File: config.mk
export PLATFORM = sky130hd
export DESIGN_NAME = pc_stack_unit
export DESIGN_NICKNAME = d
export VERILOG_FILES = /design/src/rtl/pc_stack_unit.sv
export SDC_FILE = /design/constraint.sdc
export NUM_CORES = 1
export LEC_CHECK = 0
export CAP_MARGIN = 20
export CORE_ASPECT_RATIO = 1.1
export CORE_MARGIN = 3
export CORE_UTILIZATION = 59
export CTS_CLUSTER_DIAMETER = 60
export CTS_CLUSTER_SIZE = 8
export DETAILED_ROUTE_END_ITERATION = 10
export PLACE_DENSITY = 0.9
export SYNTH_ARGS = -nofsm -noshare
export SYNTH_HDL_FRONTEND = slang
export SYNTH_SLANG_ARGS = --single-unit
File: constraint.sdc
create_clock -name clk -period 3.9 [get_ports clk]
set_clock_uncertainty 0.2 [all_clocks]
set_input_delay 0.39 -clock clk [delete_from_list [all_inputs] [get_ports clk]]
set_output_delay 0.39 -clock clk [all_outputs]
set_load 0.05 [all_outputs]
File: src/rtl/pc_stack_unit.sv
// Program counter with a hardware return-address stack.
// On each enabled cycle one next PC is chosen: sequential, absolute load,
// PC-relative branch, call (pushes the return address) or return (pops it).
// Stack misuse, meaning a CALL while full or a RET while empty, raises a sticky fault.
// The op decode is purely combinational. There is no FSM: the only state is
// the PC, the depth counter, the fault flag and the stack storage.
module pc_stack_unit #(
  parameter int unsigned             WIDTH        = 16,
  parameter int unsigned             STACK_DEPTH  = 8,
  parameter logic [WIDTH-1:0]        RESET_VECTOR = '0,
  parameter int unsigned             INC          = 1
) (
  input  logic                               clk,
  input  logic                               rst,
  input  logic                               pc_enable,
  input  logic [2:0]                         op,
  input  logic [WIDTH-1:0]                   bus,
  input  logic                               clr_fault,
  output logic [WIDTH-1:0]                   out,
  output logic [$clog2(STACK_DEPTH+1)-1:0]   depth,
  output logic                               stack_full,
  output logic                               stack_empty,
  output logic                               fault
);

  localparam int unsigned DW = $clog2(STACK_DEPTH + 1);
  localparam int unsigned AW = $clog2(STACK_DEPTH);
  localparam logic [WIDTH-1:0] INC_W  = WIDTH'(INC);
  localparam logic [DW-1:0]    FULL_D = DW'(STACK_DEPTH);

  localparam logic [2:0] OP_INC  = 3'b000;
  localparam logic [2:0] OP_LOAD = 3'b001;
  localparam logic [2:0] OP_REL  = 3'b010;
  localparam logic [2:0] OP_CALL = 3'b011;
  localparam logic [2:0] OP_RET  = 3'b100;

  // Stack storage. Its contents are don't-care after reset, so it has no reset.
  logic [WIDTH-1:0] stack_mem [STACK_DEPTH];

  logic [WIDTH-1:0] seq_pc;
  logic [WIDTH-1:0] top;
  logic [DW-1:0]    depth_m1;
  logic [AW-1:0]    push_idx;
  logic [AW-1:0]    top_idx;

  logic [WIDTH-1:0] next_out;
  logic [DW-1:0]    next_depth;
  logic             push;
  logic             err;

  assign seq_pc   = out + INC_W;
  assign depth_m1 = depth - DW'(1);
  // A push only happens while depth < STACK_DEPTH, so depth fits the index width.
  assign push_idx = depth[AW-1:0];
  assign top_idx  = depth_m1[AW-1:0];
  assign top      = stack_mem[top_idx];

  // The flags are decoded straight from the depth register.
  assign stack_full  = (depth == FULL_D);
  assign stack_empty = (depth == '0);

  // Next-PC, depth and fault-event decode for the current op.
  always_comb begin
    next_out   = out;
    next_depth = depth;
    push       = 1'b0;
    err        = 1'b0;
    if (pc_enable) begin
      case (op)
        OP_INC:  next_out = seq_pc;
        OP_LOAD: next_out = bus;
        OP_REL:  next_out = out + bus;
        OP_CALL: begin
          if (stack_full) begin
            err = 1'b1;
          end else begin
            push       = 1'b1;
            next_out   = bus;
            next_depth = depth + DW'(1);
          end
        end
        OP_RET: begin
          if (stack_empty) begin
            err = 1'b1;
          end else begin
            next_out   = top;
            next_depth = depth_m1;
          end
        end
        default: begin
          // HOLD and the reserved encodings change nothing.
        end
      endcase
    end
  end

  // PC and depth registers.
  always_ff @(posedge clk or negedge rst) begin
    if (!rst) begin
      out   <= RESET_VECTOR;
      depth <= '0;
    end else begin
      out   <= next_out;
      depth <= next_depth;
    end
  end

  // Sticky fault. A new error in the same cycle as a clear wins over the clear.
  always_ff @(posedge clk or negedge rst) begin
    if (!rst) begin
      fault <= 1'b0;
    end else if (err) begin
      fault <= 1'b1;
    end else if (clr_fault) begin
      fault <= 1'b0;
    end
  end

  // Return-address write. A RET right after a CALL reads the entry written here.
  always_ff @(posedge clk) begin
    if (push) begin
      stack_mem[push_idx] <= seq_pc;
    end
  end

endmodule

==> results of run 1 <==
-- worst register-to-register path: cells and delay by family (launching register included) --
family,cells,cell delay [ps]
adder cells (fa/ha/maj),1,340
multiplexers,1,400
buffers and inverters,2,550
flip-flops,1,530
AO/OA/AOI/OAI,3,870
-- sequential cells by signal (all words and copies together), names as in the netlist --
register   cells
depth          4
fault          1
out           16
stack_mem    128
-- layout make-up --
type / instances / area share (%)
Clock buffer: 18 / 4.97
Clock inverter: 14 / 1.56
Inverter: 20 / 0.869
Multi-Input combinational cell: 344 / 32.4
Sequential cell: 149 / 50.6
Tap cell: 154 / 2.23
Timing Repair Buffer: 67 / 7.39
-- metal layers --
layer  vias up  routed length (µm)  GRT usage (%)  part of all wire (%)
met5         -                   0              0                     0
met3        90                2000           6.95                    10
met2       463                9630           47.2                    49
li1       2228                   -              -                     -
met1      2568                7250           38.9                    37
met4         0                 959           14.9                   4.8
-- cells by family (layout without fill, tap and decap cells) --
| group | after synthesis | after routing | share of synthesized area (%) |
|---|---|---|---|
| AOI/OAI and AO/OA | 126 | 126 | 11.1 |
| xor gates and xnor gates | 26 | 26 | 3.09 |
| adders and majority gates | 19 | 19 | 3.33 |
| buffers and inverters | 46 | 119 | 2.84 |
| DFF | 149 | 149 | 59.3 |
| muxes | 41 | 41 | 11.1 |
| and+or+nand+nor | 132 | 132 | 9.21 |
-- power by group through the flow --
stage	sequential [mW]	clock (mW)	combinational, mW
final	2.33	1.55	2.72
after global routing	2.34	1.61	2.90
after CTS	2.31	1.56	2.68
after floorplan	2.59	0	1.61
after detailed placement	2.33	0	2.61
after global placement	2.32	0	2.55
-- final timing paths --
| path | startpoint | endpoint | slack (ps) | depth (start not counted) |
|---|---|---|---|---|
| max in group asynchronous | rst | out[13] | 2560 | 3 |
| min in group asynchronous | rst | depth[1] | 550 | 2 |
| max | depth[1] | stack_empty | 750 | 4 |
| max reg2reg | depth[1] | out[4] | 880 | 7 |
| min reg2reg | fault | fault | 330 | 2 |
| min | clr_fault | fault | 330 | 2 |
-- cells in the final DEF, fill, tap and decap left out, types with 3 or more instances in the layout --
master,Yosys,final
sky130_fd_sc_hd__edfxtp_1,128,128
sky130_fd_sc_hd__clkdlybuf4s50_1,0,45
sky130_fd_sc_hd__o21ai_0,35,35
sky130_fd_sc_hd__nor2_1,34,34
sky130_fd_sc_hd__a21oi_1,32,32
sky130_fd_sc_hd__mux4_2,32,32
sky130_fd_sc_hd__nand2_1,26,26
sky130_fd_sc_hd__inv_1,20,20
sky130_fd_sc_hd__dfrtp_1,21,20
sky130_fd_sc_hd__buf_4,3,20
sky130_fd_sc_hd__ha_1,18,18
sky130_fd_sc_hd__clkbuf_16,0,17
sky130_fd_sc_hd__xnor2_1,16,16
sky130_fd_sc_hd__a22oi_1,15,15
sky130_fd_sc_hd__nand3_1,13,13
sky130_fd_sc_hd__xor2_1,10,10
sky130_fd_sc_hd__nor3_1,12,10
sky130_fd_sc_hd__nand4_1,7,7
sky130_fd_sc_hd__and2_1,7,7
sky130_fd_sc_hd__nand2b_1,7,7
sky130_fd_sc_hd__o22ai_1,5,5
sky130_fd_sc_hd__mux2i_1,5,5
sky130_fd_sc_hd__inv_6,0,5
sky130_fd_sc_hd__nor2b_1,4,4
sky130_fd_sc_hd__mux2_2,4,4
sky130_fd_sc_hd__or2_2,3,3
sky130_fd_sc_hd__nand3b_1,3,3
sky130_fd_sc_hd__and3_1,3,3
sky130_fd_sc_hd__a31oi_1,3,3
sky130_fd_sc_hd__a221oi_1,3,3
sky130_fd_sc_hd__clkinv_4,0,3
sky130_fd_sc_hd__inv_8,0,3
-- through the flow --
step	instances	utilization [%]	cell area, µm²	worst slack [ps]	total power [mW]
2_1_floorplan	539	-	7360	1.18	4.20
3_3_place_gp	732	66.2	8030	600	4.87
3_5_place_dp	732	66.2	8030	636	4.94
4_1_cts	764	70.8	8600	802	6.55
5_1_grt	766	71.1	8630	647	6.85
6_report	766	71.1	8630	752	6.60
-- what timing repair did --
action / 4_1_cts / 5_1_grt
hold buffers: 0 / 1
setup endpoints to repair: 0 / 0
endpoints found under the hold margin: 0 / 1
==> results.env, run 1 <==
RUN_STATUS='completed'
SYNTH_TOP_AREA_CELL='sky130_fd_sc_hd__edfxtp_1'
MAXCAPVIOLCOUNT=0
DRC=0
FINAL.FILL_COUNT=715
P_CLK_SHARE_PCT=23.5
SYN_AREA_UM2=7360
ARRIVAL_TIME_AT_THE_WORST_ENDPOINT_PS=2560
CTS_TREE='built'
WHS_PS=325
TIMING.FINAL.MAX_SLEW_VIOLATIONS=0
HPWLAFTERDP_MM=12.7
TIMING.FMAX_GHz=0.318
PLACEABLECOREAREA_UM2=12100
BOUNDARYPINS=46
POST_SYNTH_MAIN_AREA_CONTRIBUTORS='sky130_fd_sc_hd__edfxtp_1 (52%), sky130_fd_sc_hd__mux4_2 (9.8%), sky130_fd_sc_hd__dfrtp_1 (7.1%)'
LARGEST_NET_DEGREE_AT_THE_START_OF_GLOBAL_ROUTING=38
ROW_COUNT=42
LEAKAGE_POWER_FIGURE_nW=2.95
SYN-NUM-NETS=581
FP.DIEAREA_UM2=13900
WP_BUF_INV=2
CP_CELL_SEQUENCE='inv_1 -> ha_1 -> nor3b_1 -> clkdlybuf4s50_1'
FIN_TNS_SETUP_PS=0
POWERDENSITY_nW_PER_UM2=764
CLKTRANSATPATHREGS_PS=70
POST_CTS_BUFFERS=0
CRITICAL_PATH_PEAK_FANOUT=8
CELL_INTERNAL_PWR_mW=3.98
LAYOUT_WORST_PATH_CYCLE_SHARE_PCT=80.7
CTS-RESIZED-GATES=0
BUFFER_PORTS.INSERTED=45
CRITPATHKIND='flop to primary output'
INITIAL_UTILIZATION_PCT=60.6
P_COMB_SHARE_PCT=41.2
NUM_ANTENNA_CELLS=0
SYNTH_TOP_CELLS_BY_COUNT='sky130_fd_sc_hd__edfxtp_1 (128), sky130_fd_sc_hd__o21ai_0 (35), sky130_fd_sc_hd__nor2_1 (34), sky130_fd_sc_hd__a21oi_1 (32), sky130_fd_sc_hd__mux4_2 (32)'
NUMCLOCKSINKS=149
WORST_SLEW_PIN_SLEW_PS=1030
MULTI_INPUT_COMB_AREA_UM2=2790
MAX_SLEW_MARGIN_PCT=30.9
GRTUSAGETOTAL_PCT=29.7
DRT_PASS1_ITERATIONS=8
POWER.IR.VDD_WORST_mV=0.629
DRTITER0DRC=678
VIASPERCELL=6.98
WORST_PATH_MAX_DELAY_CELL='sky130_fd_sc_hd__clkdlybuf4s50_1'
GP_CONGESTION=0.915
FIRST_PASS_GRT_WIRE_LENGTH_MM=30.5
WORSTSKEWPAIRLATENCY_PS=420
CTS-ROOT-BUF='sky130_fd_sc_hd__clkbuf_16'
SYNTH-MAIN-FF-CELL='sky130_fd_sc_hd__edfxtp_1'
WORST_EP_REQUIRED_TIME_PS=3310
SYN-MEAN-INSTANCE-AREA_UM2=13.7
CHIPHEIGHT_UM=123
POWER_FRAC_SEQ_PCT=35.3
SYNTH.LIB_CELLS_USED.DISTINCT=70
YOSYSTOPAREACELLSHARE_PCT=52.2
HOLDCRITPATHCLASS='primary input to flop'
YOSYS_WARNINGS=0
SWITCHING_SHARE_PCT=39.7
HTREE_NUM_LEVELS=4
SYNTH_EDF_COUNT=128
CELL_WITH_THE_MOST_INSTANCES_AFTER_SYNTHESIS='sky130_fd_sc_hd__edfxtp_1'
CRITICAL_PATH.TOP_DELAY_FAMILY='buffers and inverters'
ASR_FLOP_RATIO_SYNTH_PCT=14.1
SYNTH_CELLS=539
WIRELENGTH_MM=19.8
GRT_SETUP_UNREPAIRED='false'
NUMCTSBUFFERS=17
POST_SYNTHESIS_REGISTER_BIT_COUNT=149
FINAL-SEQ-AREA_UM2=4370
VIAS_AFTER_DETAILED_ROUTING=5349
DIE_W_UM=113
CRIT_PATH_START_KIND='flop'
GRT_ANTENNA_BEFORE_REPAIR=0
NET_SWITCHING_POWER_mW=2.62
ANT_NETS=0
POST-ROUTE-MIN-PERIOD_PS=3150
CTS_BUFFER_DEPTH=2
MAXIMUM_SINGLE_STAGE_DELAY_ON_THE_CRITICAL_PATH_PS=880
POST_DRT_WL_PER_CELL_UM=25.9
FINAL_LAYOUT_SIZE_SUFFIX_GT1_SHARE_PCT=16.5
AREAGROWTHSYNTHTOFINISH_PCT=17.3
WORSTSETUPENDPOINTTYPE='primary output'
YOSYSSEQAREASHARE_PCT=59.3
FIN_NETS=641
GRT_PASS1_VIAS=5127
SETUP_VIOLATIONS=0
FINALHOLDVIOLCOUNT=0
GRT.OVERFLOW.TOTAL=0
No activity file was read; power rests on OpenSTA's default activity.
==> run 2, diff against run 1 <==
--- a/config.mk
+++ b/config.mk
@@ -8,11 +8,11 @@
 export CAP_MARGIN = 20
 export CORE_ASPECT_RATIO = 1.1
 export CORE_MARGIN = 3
-export CORE_UTILIZATION = 59
+export CORE_UTILIZATION = 54
 export CTS_CLUSTER_DIAMETER = 60
 export CTS_CLUSTER_SIZE = 8
 export DETAILED_ROUTE_END_ITERATION = 10
-export PLACE_DENSITY = 0.9
+export PLACE_DENSITY = 0.88
 export SYNTH_ARGS = -nofsm -noshare
 export SYNTH_HDL_FRONTEND = slang
 export SYNTH_SLANG_ARGS = --single-unit
==> constraint.sdc (replaced) <==
create_clock -name clk -period 2.6 [get_ports clk]
set_clock_uncertainty 0.2 [all_clocks]
set_input_delay 0.26 -clock clk [delete_from_list [all_inputs] [get_ports clk]]
set_output_delay 0.26 -clock clk [all_outputs]
set_load 0.05 [all_outputs]
==> results.env, run 2 (synthesis gave the netlist of run 1 again) <==
REGISTER_NAME_WITH_THE_MOST_FLOPS='stack_mem'
MOSTFREQUENTLAYOUTCELL='sky130_fd_sc_hd__edfxtp_1'
TIMING.FINAL.MAX_SLEW_VIOLATIONS=0
DRC=0
INITIAL_UTILIZATION_PCT=55.5
VIASPERCELL=6.52
MAXCAPVIOLCOUNT=0
RUN_STATUS='completed'
POWERDENSITY_nW_PER_UM2=1110
POST_DRT_WL_PER_CELL_UM=23.4
CP_CELL_SEQUENCE='ha_1 -> and2_1 -> a221oi_2 -> a21boi_1 -> o31a_1 -> a211oi_2 -> o21ai_0 -> a21oi_1'
BUFFER_PORTS.INSERTED=45
FIRST_PASS_GRT_WIRE_LENGTH_MM=30.7
DRTITER0DRC=765
MAXIMUM_SINGLE_STAGE_DELAY_ON_THE_CRITICAL_PATH_PS=400
HOLDCRITPATHCLASS='primary input to flop'
DIE_W_UM=117
DESIGN_AREA_UM2=9210
CRITPATHKIND='flop to flop'
ROW_COUNT=44
NUMCLOCKSINKS=149
WIRELENGTH_MM=19.8
ANT_NETS=0
TIMING.FMAX_GHz=0.393
SETUP_VIOLATIONS=0
HPWLAFTERDP_MM=13.2
WORSTSETUPENDPOINTTYPE='flop'
HTREE_NUM_LEVELS=4
LEAKAGE_POWER_FIGURE_nW=3.22
CLKTRANSATPATHREGS_PS=60
GRT_PASS1_VIAS=5376
BOUNDARYPINS=46
WORSTSKEWPAIRLATENCY_PS=420
POWER.IR.VDD_WORST_mV=0.564
WORST_SLEW_PIN_SLEW_PS=825
WHS_PS=193
FINALHOLDVIOLCOUNT=0
UTILIZATION_PCT=69.4
VIAS_AFTER_DETAILED_ROUTING=5507
CRITICAL_PATH_PEAK_FANOUT=3
PLACEMENT.CELL_AREA_UM2=8650
MAX_SLEW_MARGIN_PCT=44.6
DRT_PASS1_ITERATIONS=5
CTS_BUFFER_DEPTH=2
LARGEST_REGISTER_FF_COUNT=128
CTS-ROOT-BUF='sky130_fd_sc_hd__clkbuf_16'
CRIT_PATH_START_KIND='flop'
GRT.OVERFLOW.TOTAL=0
GP_CONGESTION=0.915
FIN_NETS=692
CHIPHEIGHT_UM=128
GRT_SETUP_UNREPAIRED='true'
TOP_REGS='stack_mem: 128 flops, out: 16 flops, depth: 4 flops'
MOSTFREQUENTLAYOUTCELLS='sky130_fd_sc_hd__edfxtp_1 (128), sky130_fd_sc_hd__buf_4 (64), sky130_fd_sc_hd__clkdlybuf4s50_1 (42)'
FIN_TNS_SETUP_PS=0
CELL_TOTAL_AFTER_PLACEMENT=814
LAYOUT_WORST_PATH_CYCLE_SHARE_PCT=97.8
LARGEST_NET_DEGREE_AT_THE_START_OF_GLOBAL_ROUTING=38
WORST_PATH_MAX_DELAY_CELL='sky130_fd_sc_hd__dfrtp_1'
NUMCTSBUFFERS=17
FINAL-INSTANCE-COUNT-EXCL-FILL=845
GRTUSAGETOTAL_PCT=26.7
POST_CTS_BUFFERS=0
FP.DIEAREA_UM2=15100
NUM_ANTENNA_CELLS=0
AREAGROWTHSYNTHTOFINISH_PCT=25.1
CTS_TREE='built'
WORST_EP_REQUIRED_TIME_PS=2730
ARRIVAL_TIME_AT_THE_WORST_ENDPOINT_PS=2680
POST-ROUTE-MIN-PERIOD_PS=2540
GRT_ANTENNA_BEFORE_REPAIR=1
FINAL_LAYOUT_SIZE_SUFFIX_GT1_SHARE_PCT=25.9
PLACEABLECOREAREA_UM2=13300
run 2: cell count changes in the layout (fill, tap and decap cells not counted), moves of 6 or more:
cell                     before  now
sky130_fd_sc_hd__buf_12       0   11
sky130_fd_sc_hd__buf_4       20   64
sky130_fd_sc_hd__nor2_1      34   28
sky130_fd_sc_hd__nor2_2       0    6
run 2: routing by layer:
| layer | track usage, % | wire length, µm | vias to the layer above |
|---|---|---|---|
| li1 | - | - | 2341 |
| met1 | 33.2 | 7530 | 2693 |
| met2 | 45.5 | 9850 | 385 |
| met3 | 5.49 | 1510 | 86 |
| met4 | 13.2 | 895 | 2 |
| met5 | 0 | 13 | - |
run 2: final timing paths:
kind,from,endpoint,slack [ps],cells after the start
hold reg to reg,fault,fault,360,2
setup reg to reg,out[3],out[7],60,8
min in group asynchronous,rst,depth[1],560,3
max in group asynchronous,rst,out[8],1360,3
setup / recovery,out[3],out[7],60,8
hold / removal,clr_fault,fault,190,2
run 2: timing repair:
action / in CTS / in global routing
setup endpoints to repair: 0 / 16
hold endpoints to repair: 9 / 0
resized for setup: 0 / 7
hold buffers: 1 / 0
run 2: power by group:
part	total, mW	switching [mW]	internal [mW]
Combinational	4.74	2.73	2.01
Sequential	3.34	0.217	3.12
Clock	2.13	0.923	1.21
Total	10.2	3.87	6.34
run 2: critical path, delay by kind of cell (launching register included):
kind,cells,cell delay [ps]
AOI/OAI and AO/OA,6,1340
adders and majority gates,1,310
DFF,1,400
and+or+nand+nor,1,190
run 2: final cells by class:
cell class,instances,area (µm²)
Sequential cell,149,4380
Tap cell,184,230
Inverter,20,77.6
Clock inverter,10,77.6
Timing Repair Buffer,118,1130
Multi-Input combinational cell,344,2880
Clock buffer,20,437
Fill cell,828,4060
run 2: metrics by stage:
step,setup slack [ps],total power [mW]
after CTS,66.1,10.1
after global placement,-213,7.76
after floorplan,-134,6.48
final,56.5,10.2
after detailed placement,-303,7.96
after global routing,-27.4,10.7
==> run 3, diff against run 2 <==
--- a/config.mk
+++ b/config.mk
@@ -7,7 +7,6 @@
 export LEC_CHECK = 0
 export CAP_MARGIN = 20
 export CORE_ASPECT_RATIO = 1.1
-export CORE_MARGIN = 3
 export CORE_UTILIZATION = 54
 export CTS_CLUSTER_DIAMETER = 60
 export CTS_CLUSTER_SIZE = 8
@@ -16,3 +15,4 @@
 export SYNTH_ARGS = -nofsm -noshare
 export SYNTH_HDL_FRONTEND = slang
 export SYNTH_SLANG_ARGS = --single-unit
+export TNS_END_PERCENT = 5
==> results.env, run 3 (synthesis gave the netlist of run 1 again) <==
MET2WIRELENGTH_MM=10.1
NET_SWITCHING_POWER_mW=4.06
POST_CTS_BUFFERS=0
CHIPHEIGHT_UM=124
MOSTFREQUENTLAYOUTCELLS='sky130_fd_sc_hd__edfxtp_1 (128), sky130_fd_sc_hd__buf_4 (76), sky130_fd_sc_hd__clkdlybuf4s50_1 (42)'
TIMING.FINAL.MAX_SLEW_VIOLATIONS=0
SWITCHING_SHARE_PCT=38.1
GRTUSAGETOTAL_PCT=30.4
DRC=0
POWER.IR.VDD_WORST_mV=0.614
GRT.OVERFLOW.TOTAL=0
CTS_BUFFER_DEPTH=2
TOP_REGS='stack_mem: 128 flops, out: 16 flops, depth: 4 flops'
POWERDENSITY_nW_PER_UM2=1140
P_CLK_SHARE_PCT=23.2
ROW_COUNT=44
LAYOUT_WORST_PATH_CYCLE_SHARE_PCT=97.8
CTS-RESIZED-GATES=0
MAX_SLEW_MARGIN_PCT=46.9
NUMCTSBUFFERS=17
SETUP_VIOLATIONS=0
FIN_NETS=703
CRITPATHKIND='flop to flop'
CLKTRANSATPATHREGS_PS=70
CRIT_PATH_START_KIND='flop'
WORST_EP_REQUIRED_TIME_PS=2690
NUMCLOCKSINKS=149
CTS_TREE='built'
LARGEST_REGISTER_FF_COUNT=128
TOP_SIGNAL_LAYER_USED='met4'
HTREE_NUM_LEVELS=4
MOSTFREQUENTLAYOUTCELL='sky130_fd_sc_hd__edfxtp_1'
TIMING.FMAX_GHz=0.393
CTS_HOLD_BUFFERS=0
HOLDCRITPATHCLASS='primary input to asynchronous set/reset pin'
CRITICAL_PATH_PEAK_FANOUT=6
RUN_STATUS='completed'
WORSTSKEWPAIRLATENCY_PS=430
DIE_W_UM=113
BUFFER_PORTS.INSERTED=45
GRT_ANTENNA_BEFORE_REPAIR=0
LARGEST_NET_DEGREE_AT_THE_START_OF_GLOBAL_ROUTING=38
HPWLAFTERDP_MM=13.4
FF2FF_SETUP_SLACK_PS=60
LAYOUT_SETUP_WS_PS=58.0
WIRELENGTH_MM=20.2
DRT_PASS1_ITERATIONS=6
LEAKAGE_POWER_FIGURE_nW=3.32
DESIGN_AREA_UM2=9380
P_COMB_SHARE_PCT=45.6
GRT_SETUP_UNREPAIRED='true'
REGISTER_NAME_WITH_THE_MOST_FLOPS='stack_mem'
WL_MET1_MM=7.63
FIRST_PASS_GRT_WIRE_LENGTH_MM=31.1
MET3WIRELENGTH_MM=1.67
FINAL_LAYOUT_SIZE_SUFFIX_GT1_SHARE_PCT=27.4
PLACEABLECOREAREA_UM2=13300
FP.DIEAREA_UM2=14100
CELL_INTERNAL_PWR_mW=6.59
BOUNDARYPINS=46
DRTITER0DRC=610
INITIAL_UTILIZATION_PCT=55.5
POWER_FRAC_SEQ_PCT=31.2
GRT_PASS1_VIAS=5519
WORST_SLEW_PIN_SLEW_PS=791
FINALHOLDVIOLCOUNT=0
PLACE_WS_PS=-328
WORSTSETUPENDPOINTTYPE='flop'
WHS_PS=8.00
MAXCAPVIOLCOUNT=0
ARRIVAL_TIME_AT_THE_WORST_ENDPOINT_PS=2630
NUM_ANTENNA_CELLS=0
VIAS_AFTER_DETAILED_ROUTING=5487
PLACEMENT.CELL_AREA_UM2=8740
POST_DRT_WL_PER_CELL_UM=23.5
GP_CONGESTION=0.911
CTS-ROOT-BUF='sky130_fd_sc_hd__clkbuf_16'
AREAGROWTHSYNTHTOFINISH_PCT=27.4
ANT_NETS=0
POST-ROUTE-MIN-PERIOD_PS=2540
VIASPERCELL=6.40
[run 3: cell count changes in the layout (fill, tap and decap cells not counted), sizes merged]
cell / change
buf: +12
inv: +7
clkbuf: -3
clkinvlp: -3
bufinv: +1
dlygate4sd3: -1
[run 3: power by group through the flow]
stage,combinational [mW],clock [mW],sequential (mW)
floorplan,2.56,0,3.90
global placement,4.55,0,3.35
detailed placement,4.70,0,3.36
CTS,4.78,2.49,3.31
global route,5.17,2.60,3.34
finish,4.86,2.47,3.32
[run 3: metrics by stage]
stage / power (mW) / TNS [ps] / cells / util, %
2_1_floorplan: 6.46 / -247 / 539 / -
3_3_place_gp: 7.89 / -1750 / 826 / 65.9
3_5_place_dp: 8.06 / -2510 / 826 / 65.9
4_1_cts: 10.6 / 0 / 858 / 70.5
5_1_grt: 11.1 / -410 / 858 / 70.7
6_report: 10.7 / 0 / 858 / 70.7
[run 3: per-layer routing]
metal,global-route usage [%],vias to the layer above
li1,-,2349
met1,38.8,2674
met2,49.7,390
met3,5.30,74
met4,16.2,0
met5,0,-
[run 3: final timing paths]
| path | start | end | cells past startpoint |
|---|---|---|---|
| worst max-delay path | out[1] | out[13] | 9 |
| worst min-delay path | rst | depth[1] | 2 |
| worst max register to register | out[1] | out[13] | 9 |
| worst min register to register | fault | fault | 2 |
| max in group asynchronous | rst | out[8] | 2 |
| min in group clk | clr_fault | fault | 2 |
[run 3: final cells by class]
cell class / instances / area [µm²]
clock inverters: 15 / 180
inverters: 20 / 77.6
repair buffers: 129 / 1210
clock buffers: 17 / 425
fillers: 815 / 3890
flip-flops and latches: 149 / 4380
multi-input cells: 344 / 2880
well taps: 184 / 230
[run 3: worst max-delay path, stage by stage (launching register included)]
cell	delay, ps
sky130_fd_sc_hd__dfrtp_1	380
sky130_fd_sc_hd__buf_4	160
sky130_fd_sc_hd__ha_1	270
sky130_fd_sc_hd__a21o_1	130
sky130_fd_sc_hd__nand3_1	130
sky130_fd_sc_hd__a21oi_1	450
sky130_fd_sc_hd__o221ai_4	190
sky130_fd_sc_hd__and3_1	210
sky130_fd_sc_hd__o21ai_1	170
sky130_fd_sc_hd__a31oi_1	110
